## config.mk

```make
export PLATFORM = sky130hd
export DESIGN_NAME = mod_n_stream
export DESIGN_NICKNAME = d
export VERILOG_FILES = /design/src/rtl/mod_n_stream.sv
export SDC_FILE = /design/constraint.sdc
export NUM_CORES = 1
export LEC_CHECK = 0
export ABC_AREA = 1
export BUFFER_PORTS_ARGS = -buffer_cell sky130_fd_sc_hd__buf_4
export CORE_ASPECT_RATIO = 0.9
export CORE_MARGIN = 2
export CORE_UTILIZATION = 53
export DETAILED_ROUTE_END_ITERATION = 7
export PLACE_DENSITY = 0.77
export SYNTH_ARGS = -nofsm -noshare
export SYNTH_HDL_FRONTEND = slang
export SYNTH_SLANG_ARGS = --single-unit
```

## constraint.sdc

```tcl
create_clock -name clk -period 3.8 [get_ports clk]
set_input_delay 0.76 -clock clk [delete_from_list [all_inputs] [get_ports clk]]
set_output_delay 0.76 -clock clk [all_outputs]
set_load 0.01 [all_outputs]
```

## src/rtl/mod_n_stream.sv

```systemverilog
// rtl/mod_n_stream.sv - serial MSB-first residue engine computing (stream value) mod N
// Consumes BITS bits per accepted beat; result is held on a valid/ready port.
module mod_n_stream #(
  parameter int MOD_W = 8,
  parameter int BITS  = 2
) (
  input  logic             clk,
  input  logic             reset,
  input  logic             valid_i,
  output logic             ready_o,
  input  logic             start_i,
  input  logic             last_i,
  input  logic [BITS-1:0]  data_i,
  input  logic [MOD_W-1:0] mod_n_i,
  output logic [MOD_W-1:0] res_o,
  output logic             res_valid_o,
  input  logic             res_ready_i,
  output logic             divisible_o,
  output logic             res_err_o,
  output logic             busy_o
);

  typedef enum logic [1:0] {IDLE, ACC, HOLD} state_t;

  state_t           state_q, state_d;
  logic [MOD_W-1:0] res_q, res_d;
  logic [MOD_W-1:0] n_q, n_d;
  logic             err_q, err_d;

  logic [MOD_W-1:0] step_n;
  logic [MOD_W-1:0] step_r;
  logic [MOD_W:0]   step_t;

  // A start beat restarts the chain from zero with the freshly offered modulus.
  always_comb begin
    step_n = start_i ? mod_n_i : n_q;
    step_r = start_i ? '0 : res_q;
    step_t = '0;
    for (int i = BITS - 1; i >= 0; i--) begin
      step_t = {step_r, data_i[i]};
      if (step_t >= {1'b0, step_n}) begin
        step_t = step_t - {1'b0, step_n};
      end
      step_r = step_t[MOD_W-1:0];
    end
    if (step_n == '0) begin
      step_r = '0;
    end
  end

  always_comb begin
    state_d = state_q;
    res_d   = res_q;
    n_d     = n_q;
    err_d   = err_q;
    case (state_q)
      IDLE: begin
        if (valid_i && start_i) begin
          n_d     = mod_n_i;
          res_d   = step_r;
          err_d   = (mod_n_i == '0);
          state_d = last_i ? HOLD : ACC;
        end
      end
      ACC: begin
        if (valid_i) begin
          res_d = step_r;
          if (start_i) begin
            // Restart: abandoned frame taints the next result.
            n_d   = mod_n_i;
            err_d = 1'b1;
          end
          if (last_i) begin
            state_d = HOLD;
          end
        end
      end
      HOLD: begin
        if (res_ready_i) begin
          state_d = IDLE;
          err_d   = 1'b0;
        end
      end
      default: state_d = IDLE;
    endcase
  end

  always_ff @(posedge clk) begin
    if (!reset) begin
      state_q <= IDLE;
      res_q   <= '0;
      n_q     <= '0;
      err_q   <= 1'b0;
    end else begin
      state_q <= state_d;
      res_q   <= res_d;
      n_q     <= n_d;
      err_q   <= err_d;
    end
  end

  assign ready_o     = reset && (state_q != HOLD);
  assign res_valid_o = reset && (state_q == HOLD);
  assign busy_o      = reset && (state_q != IDLE);
  assign res_o       = reset ? res_q : '0;
  assign divisible_o = res_valid_o && (res_q == '0) && !err_q;
  assign res_err_o   = res_valid_o && err_q;

endmodule

```

==> reports/results.ini, run 1 <==
[final_layout]
utilization_pct = 73.33
drive_above_1_share_pct = 24.04
fillCellCount = 324
area_growth_pct = 31.70
multi_input_area_mm2 = 0.001491
seqCellArea_um2 = 380.4
n_antenna_cell = 0
nNetsFinal = 454

[sta]
fin_skew_ns = 0.01035
slew_viol_final = 0
hold_ws_ns = 0.5221
timing.final.crit_share_pct = 93.93
max_freq_ghz = 0.2802
hold_viol_final = 0
setup_violations = 0
slew_headroom_pct = 76.99
tightest_slew_ns = 0.3440
setup_slack_ns = 0.2307
final.min_clock_period_ns = 3.569

[logic_synthesis]
ys.flop_type = dfxtp_1
synth_top_cell_by_area = dfxtp_1
yosys-top-cells-area = dfxtp_1 18%, nand2_1 18%, ha_1 11%
syn_avg_cell_area_um2 = 6.099
synth-compound-area-share_pct = 10.11
syn_area_mm2 = 0.002092
synth_edf_count = 0
synthMuxAreaShare_pct = 1.435
ys_types = 36
synthArstFlopShare_pct = 0
synth-xor-area-share_pct = 3.768
ys.warnings.count = 0
synth-simple-area-share_pct = 41.39
synth_fp_nets = 380
yosys_register_bits = 19
synthAdderAreaFrac_pct = 13.28
seq_area_frac_synth_pct = 18.18
syn-instance-count = 343
synth_top_family_by_area = simple AND/OR/NAND/NOR gates
synth_top_cell_area_share_pct = 18.18

[grt]
use_met2_pct = 43.51
globalRouteOverflowTotal = 0
antenna_found_initial = 0
grt_pass1_wl_um = 9763
top_usage_layer = met2
grt.total_usage_pct = 26.61
use_met1_pct = 37.56
grt_pass1_vias = 2242
grt_max_degree = 20
use_met3_pct = 4.000

[setup_path]
crit_path_end_kind = register
crit_required_ns = 4.01
r2r_start = n_q[7]$_SDFFE_PN0P_
cp-start-kind = primary input
critical_path_arrival_ns = 3.78
rr_endpoint = res_q[0]$_SDFFE_PN0P_
crit_top_cell = nand2_1
critPathKind = in -> reg
slowest_delay_ns = 0.41
crit_chain = buf_6 -> inv_2 -> nand2_1 -> nand2_1 -> ha_2 -> fa_1 -> nor2_2 -> nor2_1 -> xor2_1 -> nand2_1 -> nand2_1 -> inv_1 -> ha_1 -> nand2_1 -> inv_1 -> a21boi_0 -> nand2_1 -> a21oi_2 -> buf_4 -> nand2_4 -> nand2_1 -> nand3_1 -> nand2_1
critPathMaxFanout = 15
r2r_setup_slack_ns = 0.58
reg2reg_depth = 23
crit_slowest_cell = fa_1

[job]
drv_cap = 0

[routing]
dr_total_vias = 2389
wl_per_cell_um = 12.71
dr.pass1.iters = 4
via_per_inst = 5.171
drcViolationCount = 0
drtIter0Drc = 131
routed_wl_um = 5874
ant_nets = 0

[placed_design]
dp_hpwl_um = 4928
globalplace.congestion = 0.9465
dp_slack_ns = -0.1108
io_buffers = 28

[clock_network]
cts_buffers = 3
cts_hold_buf = 0
cts_root_buf = clkbuf_8
cts.clk_slew.worst_paths_ns = 0.08
htree_levels = 1
cts_tree = yes
clock_sinks = 19
clock_path_buffers = 2
clk_latency_ns = 0.26

[pwr]
total_power_mw = 1.998
cellPowerDensity_mw_per_mm2 = 725.1
intPower_mw = 1.044
vdd_drop_max_mv = 0.5013
p_sw_mw = 0.9541
p_leak_nw = 1.649
pwr-share-seq_pct = 15.2
clock_power_share_pct = 7.3
switching_share_pct = 47.76
p_comb_share_pct = 77.5

[die]
coreArea_mm2 = 0.003757
die_w_um = 70.23
rows = 21
die_h_um = 63.61
die_area_mm2 = 0.004467
num_io_pins = 29
start_util_pct = 55.68

[status]
outcome = finished clean

[min_path]
hold_class = reg -> reg
hp-start = n_q[2]$_SDFFE_PN0P_
hold_end = n_q[2]$_SDFFE_PN0P_
min_path_cells = 2

==> worst max-delay path: cells and delay by family <==
family	cells	cell delay, ns
AND/OR/NAND/NOR	12	1.08
adder cells (fa/ha/maj)	3	0.94
buffers and inverters	5	0.50
AO/OA/AOI/OAI	2	0.31
XOR/XNOR	1	0.16
==> synthesized netlist by cell type (all sizes together) (3+ instances only) <==
cell and n:
xnor2 3, ha 19, inv 62, dfxtp 19, nand2 107, nor3 4
nor2 35, nand3 33, xor2 6, nor4 3, nand4 5, a21oi 15
o21ai 15, mux2i 3
==> power by group through the flow <==
| stage | logic, mW | clock network [mW] | registers, mW |
|---|---|---|---|
| detailed placement | 1.51 | 0 | 0.305 |
| global placement | 1.49 | 0 | 0.305 |
| floorplan | 0.962 | 0 | 0.289 |
| finish | 1.55 | 0.145 | 0.303 |
| CTS | 1.52 | 0.147 | 0.301 |
| global route | 1.73 | 0.154 | 0.307 |
==> layer usage <==
metal / share of wire (%) / up-vias / wire [µm]
met4: 1.1 / 0 / 62
met1: 48 / 1073 / 2803
met3: 5.3 / 8 / 310
met2: 46 / 70 / 2697
li1: - / 1238 / -
met5: 0 / - / 0
==> worst max path at each step <==
stage / startpoint / end / slack (ns) / cells past startpoint
after floorplan: start_i / res_q[0]$_SDFFE_PN0P_ / 0.21 / 21
after global placement: start_i / res_q[0]$_SDFFE_PN0P_ / -0.03 / 23
after detailed placement: start_i / res_q[0]$_SDFFE_PN0P_ / -0.11 / 23
after CTS: start_i / res_q[1]$_SDFFE_PN0P_ / 0.15 / 23
after global routing: start_i / res_q[4]$_SDFFE_PN0P_ / -0.05 / 24
final: start_i / res_q[0]$_SDFFE_PN0P_ / 0.23 / 23
==> metrics by stage <==
step                cells  area (µm²)  setup TNS (ns)
finish                462        2755               0
global route          462        2755         -0.2029
floorplan             343        2092               0
detailed placement    457        2668         -0.6999
global placement      457        2668        -0.06309
CTS                   461        2716               0
==> cell type report <==
class | count | share of cell area [%]
multi-input combinational | 259 | 54.13
timing repair buffer | 72 | 19.75
sequential | 19 | 13.81
inverter | 62 | 8.447
tap | 46 | 2.089
clock buffer | 3 | 1.499
clock inverter | 1 | 0.2725
==> layout by cell type, fill, tap and decap left out, drive strengths merged <==
cell type,instances
nor2,35
o21ai,15
or2,2
a211oi,1
xnor2,3
o21a,1
a21o,2
a32oi,1
dfxtp,19
nand4,5
mux2i,3
fa,2
ha,19
a21boi,1
clkinvlp,1
nand2,107
nor4,3
a21oi,15
buf,72
o21bai,1
clkbuf,3
inv,62
nor3,4
xor2,6
nand3,33
==> flip-flops by register name, summed over array words and instances, names as in the netlist <==
| signal | flops |
|---|---|
| res_q | 8 |
| n_q | 8 |
| state_q | 2 |
| err_q | 1 |
==> what timing repair did <==
item                       CTS  global route
resized for setup            0             8
setup endpoints to repair    0             8
setup buffers                0             1
==> kinds of logic after synthesis <==
group,Yosys count
simple gates,189
mux,3
flops,19
buf+inv,65
compound gates,37
fa+ha+maj,21
xor+xnor,9
(Power assumes the default switching activity.)
==> inputs of run 2 (changes only) <==
==> constraint.sdc (replaced) <==
create_clock -name clk -period 3.2 [get_ports clk]
set_input_delay 0.64 -clock clk [delete_from_list [all_inputs] [get_ports clk]]
set_output_delay 0.64 -clock clk [all_outputs]
set_load 0.01 [all_outputs]
==> reports/results.ini, run 2 (synthesized netlist as in run 1, its figures left out) <==
[die]
start_util_pct = 55.68  ; unchanged
die_h_um = 63.61  ; unchanged
die_area_mm2 = 0.004467  ; unchanged
die_w_um = 70.23  ; unchanged
coreArea_mm2 = 0.003757  ; unchanged
num_io_pins = 29  ; unchanged
rows = 21  ; unchanged

[sta]
max_freq_ghz = 0.2923
timing.final.crit_share_pct = 106.9
fin_skew_ns = 0.005700  ; -0.004648 ns
tightest_slew_ns = 0.4120  ; +0.06796 ns
final.min_clock_period_ns = 3.422
hold_viol_final = 0  ; unchanged
setup_slack_ns = -0.2217  ; -0.4524 ns
slew_headroom_pct = 72.44  ; -4.5 points
rsz0062_at_grt = yes
tns_ns = -1.258  ; -1.258 ns
setup_violations = 8  ; +8
slew_viol_final = 0  ; unchanged

[setup_path]
reg2reg_depth = 22  ; -4.3%
critical_path_arrival_ns = 3.58  ; -0.20 ns
r2r_start = n_q[7]$_SDFFE_PN0P_
r2r_setup_slack_ns = -0.04  ; -0.62 ns
startpoint = start_i
critPathKind = in -> reg
endpoint = res_q[7]$_SDFFE_PN0P_
cp-start-kind = primary input
crit_required_ns = 3.35  ; -0.66 ns
critPathMaxFanout = 8  ; -7
rr_endpoint = res_q[7]$_SDFFE_PN0P_
crit_path_end_kind = register

[routing]
wl_per_cell_um = 19.40  ; +53%
dr_total_vias = 3009  ; +26%
drcViolationCount = 0  ; unchanged
via_per_inst = 6.079  ; +18%
dr.pass1.iters = 5  ; +1
drtIter0Drc = 294  ; +120%
ant_nets = 0  ; unchanged
routed_wl_um = 9605  ; +64%

[grt]
globalRouteOverflowTotal = 0  ; unchanged
grt_max_degree = 20  ; unchanged
grt.total_usage_pct = 30.91  ; +4.3 points
grt_pass1_vias = 2504  ; +12%
grt_pass1_wl_um = 11040  ; +13%
antenna_found_initial = 0  ; unchanged

[placed_design]
dp.cells = 476  ; +4.2%
io_buffers = 28  ; unchanged
globalplace.congestion = 0.9261  ; -2.2%
dp_hpwl_um = 5230  ; +6.1%
postPlaceCellArea_mm2 = 0.002993  ; +12%

[final_layout]
final_cells = 495  ; +7.1%
area_growth_pct = 66.03
nNetsFinal = 487  ; +7.3%
utilization_pct = 92.44  ; +19 points
top_regs = n_q: 8 flops, res_q: 8 flops, state_q: 2 flops
layout_commonest_cell = buf_4
fin_area_mm2 = 0.003473  ; +26%
drive_above_1_share_pct = 45.21  ; +21 points
n_antenna_cell = 0  ; unchanged
mostFrequentLayoutCells = 100 x buf_4, 73 x nand2_1, 54 x inv_1, 25 x nand3_1, 24 x nor2_1

[job]
drv_cap = 0  ; unchanged

[status]
violations = negative setup slack
outcome = complete, but fails checks

[clock_network]
cts_hold_buf = 0  ; unchanged
clock_path_buffers = 2  ; unchanged
cts_root_buf = clkbuf_8
clock_sinks = 19  ; unchanged
htree_levels = 1  ; unchanged
cts_tree = yes
cts_buffers = 3  ; unchanged
clk_latency_ns = 0.26  ; about the same
cts.clk_slew.worst_paths_ns = 0.08  ; about the same

[pwr]
p_leak_nw = 1.857  ; +13%
cellPowerDensity_mw_per_mm2 = 927.9  ; +28%
vdd_drop_max_mv = 0.8370  ; +67%

[min_path]
hold_class = reg -> reg

[run 2: cell count changes in the layout (fill, tap and decap cells not counted), moves of 5 or more]
cell / change
nand2_2: +21
ha_1: -11
nand3_1: -6
nand2_4: +5
buf_4: +29
nor2_1: -6
nand3_2: +5
inv_2: +5
inv_1: -6
ha_4: +11
nand2_1: -28
[run 2: report_power, final]
group / total (mW) / switching (mW) / internal [mW] / leakage (nW)
sequential: 0.371 / 0.0612 / 0.310 / 0.157
combinational: 2.68 / 1.51 / 1.17 / 1.68
clock: 0.171 / 0.0829 / 0.0886 / 0.0228
total: 3.22 / 1.66 / 1.57 / 1.86
[run 2: critical path, cell delays in order]
cell     delay [ns]
buf_12         0.12
inv_4          0.09
nand2_1        0.08
nand2_2        0.09
inv_1          0.10
ha_4           0.30
nand2_1        0.08
nor2_2         0.11
nand2_2        0.08
nor2_4         0.16
nor2_8         0.08
nand2_8        0.10
nand2_1        0.07
nand2_1        0.09
inv_1          0.05
ha_1           0.30
nand2_1        0.09
o21ai_1        0.19
nand2_1        0.09
nand2_2        0.12
buf_4          0.14
xnor2_1        0.17
nand2_2        0.09
nand3_2        0.07
nand2_1        0.05
[run 2: metal layers]
metal / GRT usage [%] / share of wire (%) / wire length, µm
met1: 39.39 / 36 / 3430
met2: 53.89 / 45 / 4358
met5: 0 / 0 / 0
met3: 4.480 / 10 / 1007
met4: 8.894 / 8.4 / 809
[run 2: cell type report]
class                           instances  area, µm²
Fill cell                             155      284.0
Clock buffer                            4      45.04
Inverter                               62      235.2
Timing Repair Buffer                  103      810.8
Multi-Input combinational cell        261       1944
Sequential cell                        19      380.4
Tap cell                               46      57.56
[run 2: worst min-delay path by stage]
stage,startpoint,end,slack (ns),cells past startpoint
floorplan,n_q[7]$_SDFFE_PN0P_,n_q[7]$_SDFFE_PN0P_,0.47,2
global placement,n_q[0]$_SDFFE_PN0P_,n_q[0]$_SDFFE_PN0P_,0.51,2
detailed placement,n_q[1]$_SDFFE_PN0P_,n_q[1]$_SDFFE_PN0P_,0.52,2
CTS,n_q[3]$_SDFFE_PN0P_,n_q[3]$_SDFFE_PN0P_,0.53,2
global route,err_q$_SDFFE_PN0P_,err_q$_SDFFE_PN0P_,0.57,2
finish,err_q$_SDFFE_PN0P_,err_q$_SDFFE_PN0P_,0.55,2
[run 2: repair_timing]
action	in CTS	in global routing
pin swaps	18	36
buffers inserted	1	12
cloned	2	0
endpoints found under the setup margin	8	8
gates resized for setup	19	58
endpoints found under the hold margin	0	0
[run 2: through the flow]
stage	power [mW]	setup slack, ns	hold slack [ns]
2_1_floorplan	1.612	0.0008853	0.4701
3_3_place_gp	2.279	-0.3761	0.5053
3_5_place_dp	2.335	-0.4696	0.5152
4_1_cts	2.614	0.0003886	0.5321
5_1_grt	3.365	-0.3461	0.5704
6_report	3.223	-0.2217	0.5460
==> inputs of run 3 (changes only) <==
--- a/config.mk
+++ b/config.mk
@@ -11,7 +11,7 @@
 export CORE_MARGIN = 2
 export CORE_UTILIZATION = 53
 export DETAILED_ROUTE_END_ITERATION = 7
-export PLACE_DENSITY = 0.77
+export PLACE_DENSITY = 0.76
 export SYNTH_ARGS = -nofsm -noshare
 export SYNTH_HDL_FRONTEND = slang
 export SYNTH_SLANG_ARGS = --single-unit
==> reports/results.ini, run 3 (synthesized netlist as in run 1, its figures left out) <==
[die]
die_h_um = 63.61  ; unchanged
coreArea_mm2 = 0.003757  ; unchanged
die_w_um = 70.23  ; unchanged
start_util_pct = 55.68  ; unchanged
die_area_mm2 = 0.004467  ; unchanged
rows = 21  ; unchanged
num_io_pins = 29  ; unchanged

[grt]
grt.total_usage_pct = 38.30  ; +7.4 points
grt_pass1_wl_um = 13650  ; +24%
antenna_found_initial = 0  ; unchanged
globalRouteOverflowTotal = 0  ; unchanged
grt_max_degree = 20  ; unchanged
grt_pass1_vias = 2907  ; +16%

[clock_network]
clock_sinks = 19  ; unchanged
htree_levels = 1  ; unchanged
cts_tree = yes
clock_path_buffers = 2  ; unchanged
cts_root_buf = clkbuf_8
clk_latency_ns = 0.27  ; about the same
cts.clk_slew.worst_paths_ns = 0.08  ; about the same
cts_buffers = 3  ; unchanged

[pwr]
p_leak_nw = 1.924  ; +3.6%
switching_share_pct = 54.06  ; +2.7 points
vdd_drop_max_mv = 1.075  ; +28%
cellPowerDensity_mw_per_mm2 = 974.9  ; +5.1%
clock_power_share_pct = 5.3  ; about the same
p_comb_share_pct = 83.8  ; +0.6 points
intPower_mw = 1.606  ; +2.5%
p_sw_mw = 1.889  ; +14%
total_power_mw = 3.495  ; +8.4%
pwr-share-seq_pct = 10.9  ; -0.6 points

[final_layout]
drive_above_1_share_pct = 48.46  ; +3.2 points
nNetsFinal = 492  ; +1.0%
layout_commonest_cell = buf_4
mostFrequentLayoutCells = 101 x buf_4, 63 x nand2_1, 53 x inv_1, 32 x nand2_2, 26 x nor2_1
area_growth_pct = 71.35
n_antenna_cell = 0  ; unchanged
top_regs = n_q: 8 flops, res_q: 8 flops, state_q: 2 flops
multi_input_area_mm2 = 0.001987  ; +2.2%
fillCellCount = 106  ; -32%
seqCellArea_um2 = 380.4  ; unchanged

[setup_path]
crit_buf_inv = 5  ; unchanged
critical_path_arrival_ns = 3.81  ; +0.23 ns
rr_endpoint = res_q[5]$_SDFFE_PN0P_
crit_chain = buf_12 -> inv_8 -> nand2_2 -> nand2_2 -> inv_2 -> ha_4 -> nand2_1 -> nor2_1 -> nand2_1 -> buf_4 -> nand4_1 -> nand2_1 -> nand2_2 -> nand2_2 -> inv_2 -> ha_4 -> a21oi_2 -> a21boi_4 -> nand2_4 -> a21oi_4 -> nand2_4 -> nand2_2 -> nand3_1 -> nand2_1
cp.depth = 24  ; -4.0%
critical_path.top_delay_family = simple AND/OR/NAND/NOR gates
crit_required_ns = 3.42  ; +0.07 ns
slowest_delay_ns = 0.30  ; about the same
startpoint = start_i
crit_top_cell = nand2_2
crit_path_end_kind = register
reg2reg_depth = 22  ; unchanged
critPathKind = in -> reg
r2r_start = n_q[1]$_SDFFE_PN0P_
critPathMaxFanout = 8  ; unchanged
cp-start-kind = primary input
endpoint = res_q[5]$_SDFFE_PN0P_
r2r_setup_slack_ns = -0.22  ; -0.18 ns
crit_slowest_cell = ha_4

[min_path]
hp-start = state_q[0]$_SDFFE_PN0P_
hold_class = reg -> reg

[placed_design]
io_buffers = 28  ; unchanged
globalplace.congestion = 0.9314  ; +0.57%
dp_hpwl_um = 5145  ; -1.6%
dp_slack_ns = -0.4810  ; -0.01135 ns

[routing]
dr_total_vias = 3408  ; +13%
ant_nets = 0  ; unchanged
wl_per_cell_um = 24.56  ; +27%
routed_wl_um = 12280  ; +28%
dr.pass1.iters = 7  ; +2
drcViolationCount = 0  ; unchanged
drtIter0Drc = 526  ; +79%
via_per_inst = 6.816  ; +12%

[sta]
tns_ns = -2.794  ; -1.535 ns
slew_headroom_pct = 68.13  ; -4.3 points
timing.final.crit_share_pct = 112.2  ; +5.3 points
final.min_clock_period_ns = 3.591  ; +0.1694 ns
fin_skew_ns = 0.001282  ; -0.004418 ns
rsz0062_at_grt = yes
setup_violations = 8  ; unchanged
slew_viol_final = 0  ; unchanged
hold_viol_final = 0  ; unchanged
max_freq_ghz = 0.2785  ; -4.7%
tightest_slew_ns = 0.4737  ; +0.06169 ns
setup_slack_ns = -0.3911  ; -0.1694 ns

[job]
drv_cap = 0  ; unchanged

[status]
outcome = complete, but fails checks
violations = negative setup slack

[run 3: cell types whose count changed in the layout (fill, tap and decap cells not counted), sizes merged]
| cell | delta |
|---|---|
| clkbuf | -1 |
| buf | +5 |
| clkinvlp | +1 |
[run 3: metal layers]
layer | vias up | routed length, µm | GRT usage (%) | part of all wire [%]
met3 | 183 | 1795 | 8.480 | 15
li1 | 1317 | - | - | -
met1 | 1481 | 3979 | 45.27 | 32
met2 | 427 | 5019 | 62.85 | 41
met4 | 0 | 1484 | 23.32 | 12
met5 | - | 0 | 0 | 0
[run 3: area by class of cell]
class,instances,share of cell area [%]
clock buffers,3,1.152
multi-input cells,261,55.43
flip-flops and latches,19,10.61
clock inverters,1,0.2094
repair buffers,108,24.29
well taps,46,1.606
inverters,62,6.702
[run 3: worst min-delay path by stage]
| stage | endpoint | slack (ns) | cells past startpoint |
|---|---|---|---|
| 5_1_grt | state_q[0]$_SDFFE_PN0P_ | 0.55 | 2 |
| 6_report | state_q[0]$_SDFFE_PN0P_ | 0.54 | 2 |
| 3_5_place_dp | n_q[0]$_SDFFE_PN0P_ | 0.51 | 2 |
| 2_1_floorplan | n_q[7]$_SDFFE_PN0P_ | 0.47 | 2 |
| 4_1_cts | n_q[3]$_SDFFE_PN0P_ | 0.52 | 2 |
| 3_3_place_gp | n_q[3]$_SDFFE_PN0P_ | 0.50 | 2 |
[run 3: tightest hold or removal path, cell delays in order (launching register included)]
cell and delay (ns):
dfxtp_1 0.32, inv_1 0.09, a211oi_1 0.08
[run 3: metrics by stage]
step	util, %	hold slack [ns]	std cells	cell area (µm²)
after floorplan	-	0.4701	343	2262
after global routing	95.40	0.5529	500	3585
after global placement	78.52	0.5030	472	2950
after CTS	87.28	0.5213	491	3279
after detailed placement	78.52	0.5056	472	2950
final	95.40	0.5353	500	3585
[run 3: power groups by stage]
stage                     clock network [mW]  logic (mW)  registers (mW)
after CTS                              0.176        2.14           0.362
after global routing                   0.188        3.00           0.380
after detailed placement                   0        1.91           0.365
final                                  0.187        2.93           0.380
after global placement                     0        1.87           0.365
after floorplan                            0        1.26           0.350
[run 3: repair_timing]
item	in CTS	in global routing
setup buffers	12	9
cloned	3	0
resized for setup	36	62
endpoints found under the setup margin	8	8
hold endpoints to repair	0	0
hold buffers	0	0
pin swaps	27	44
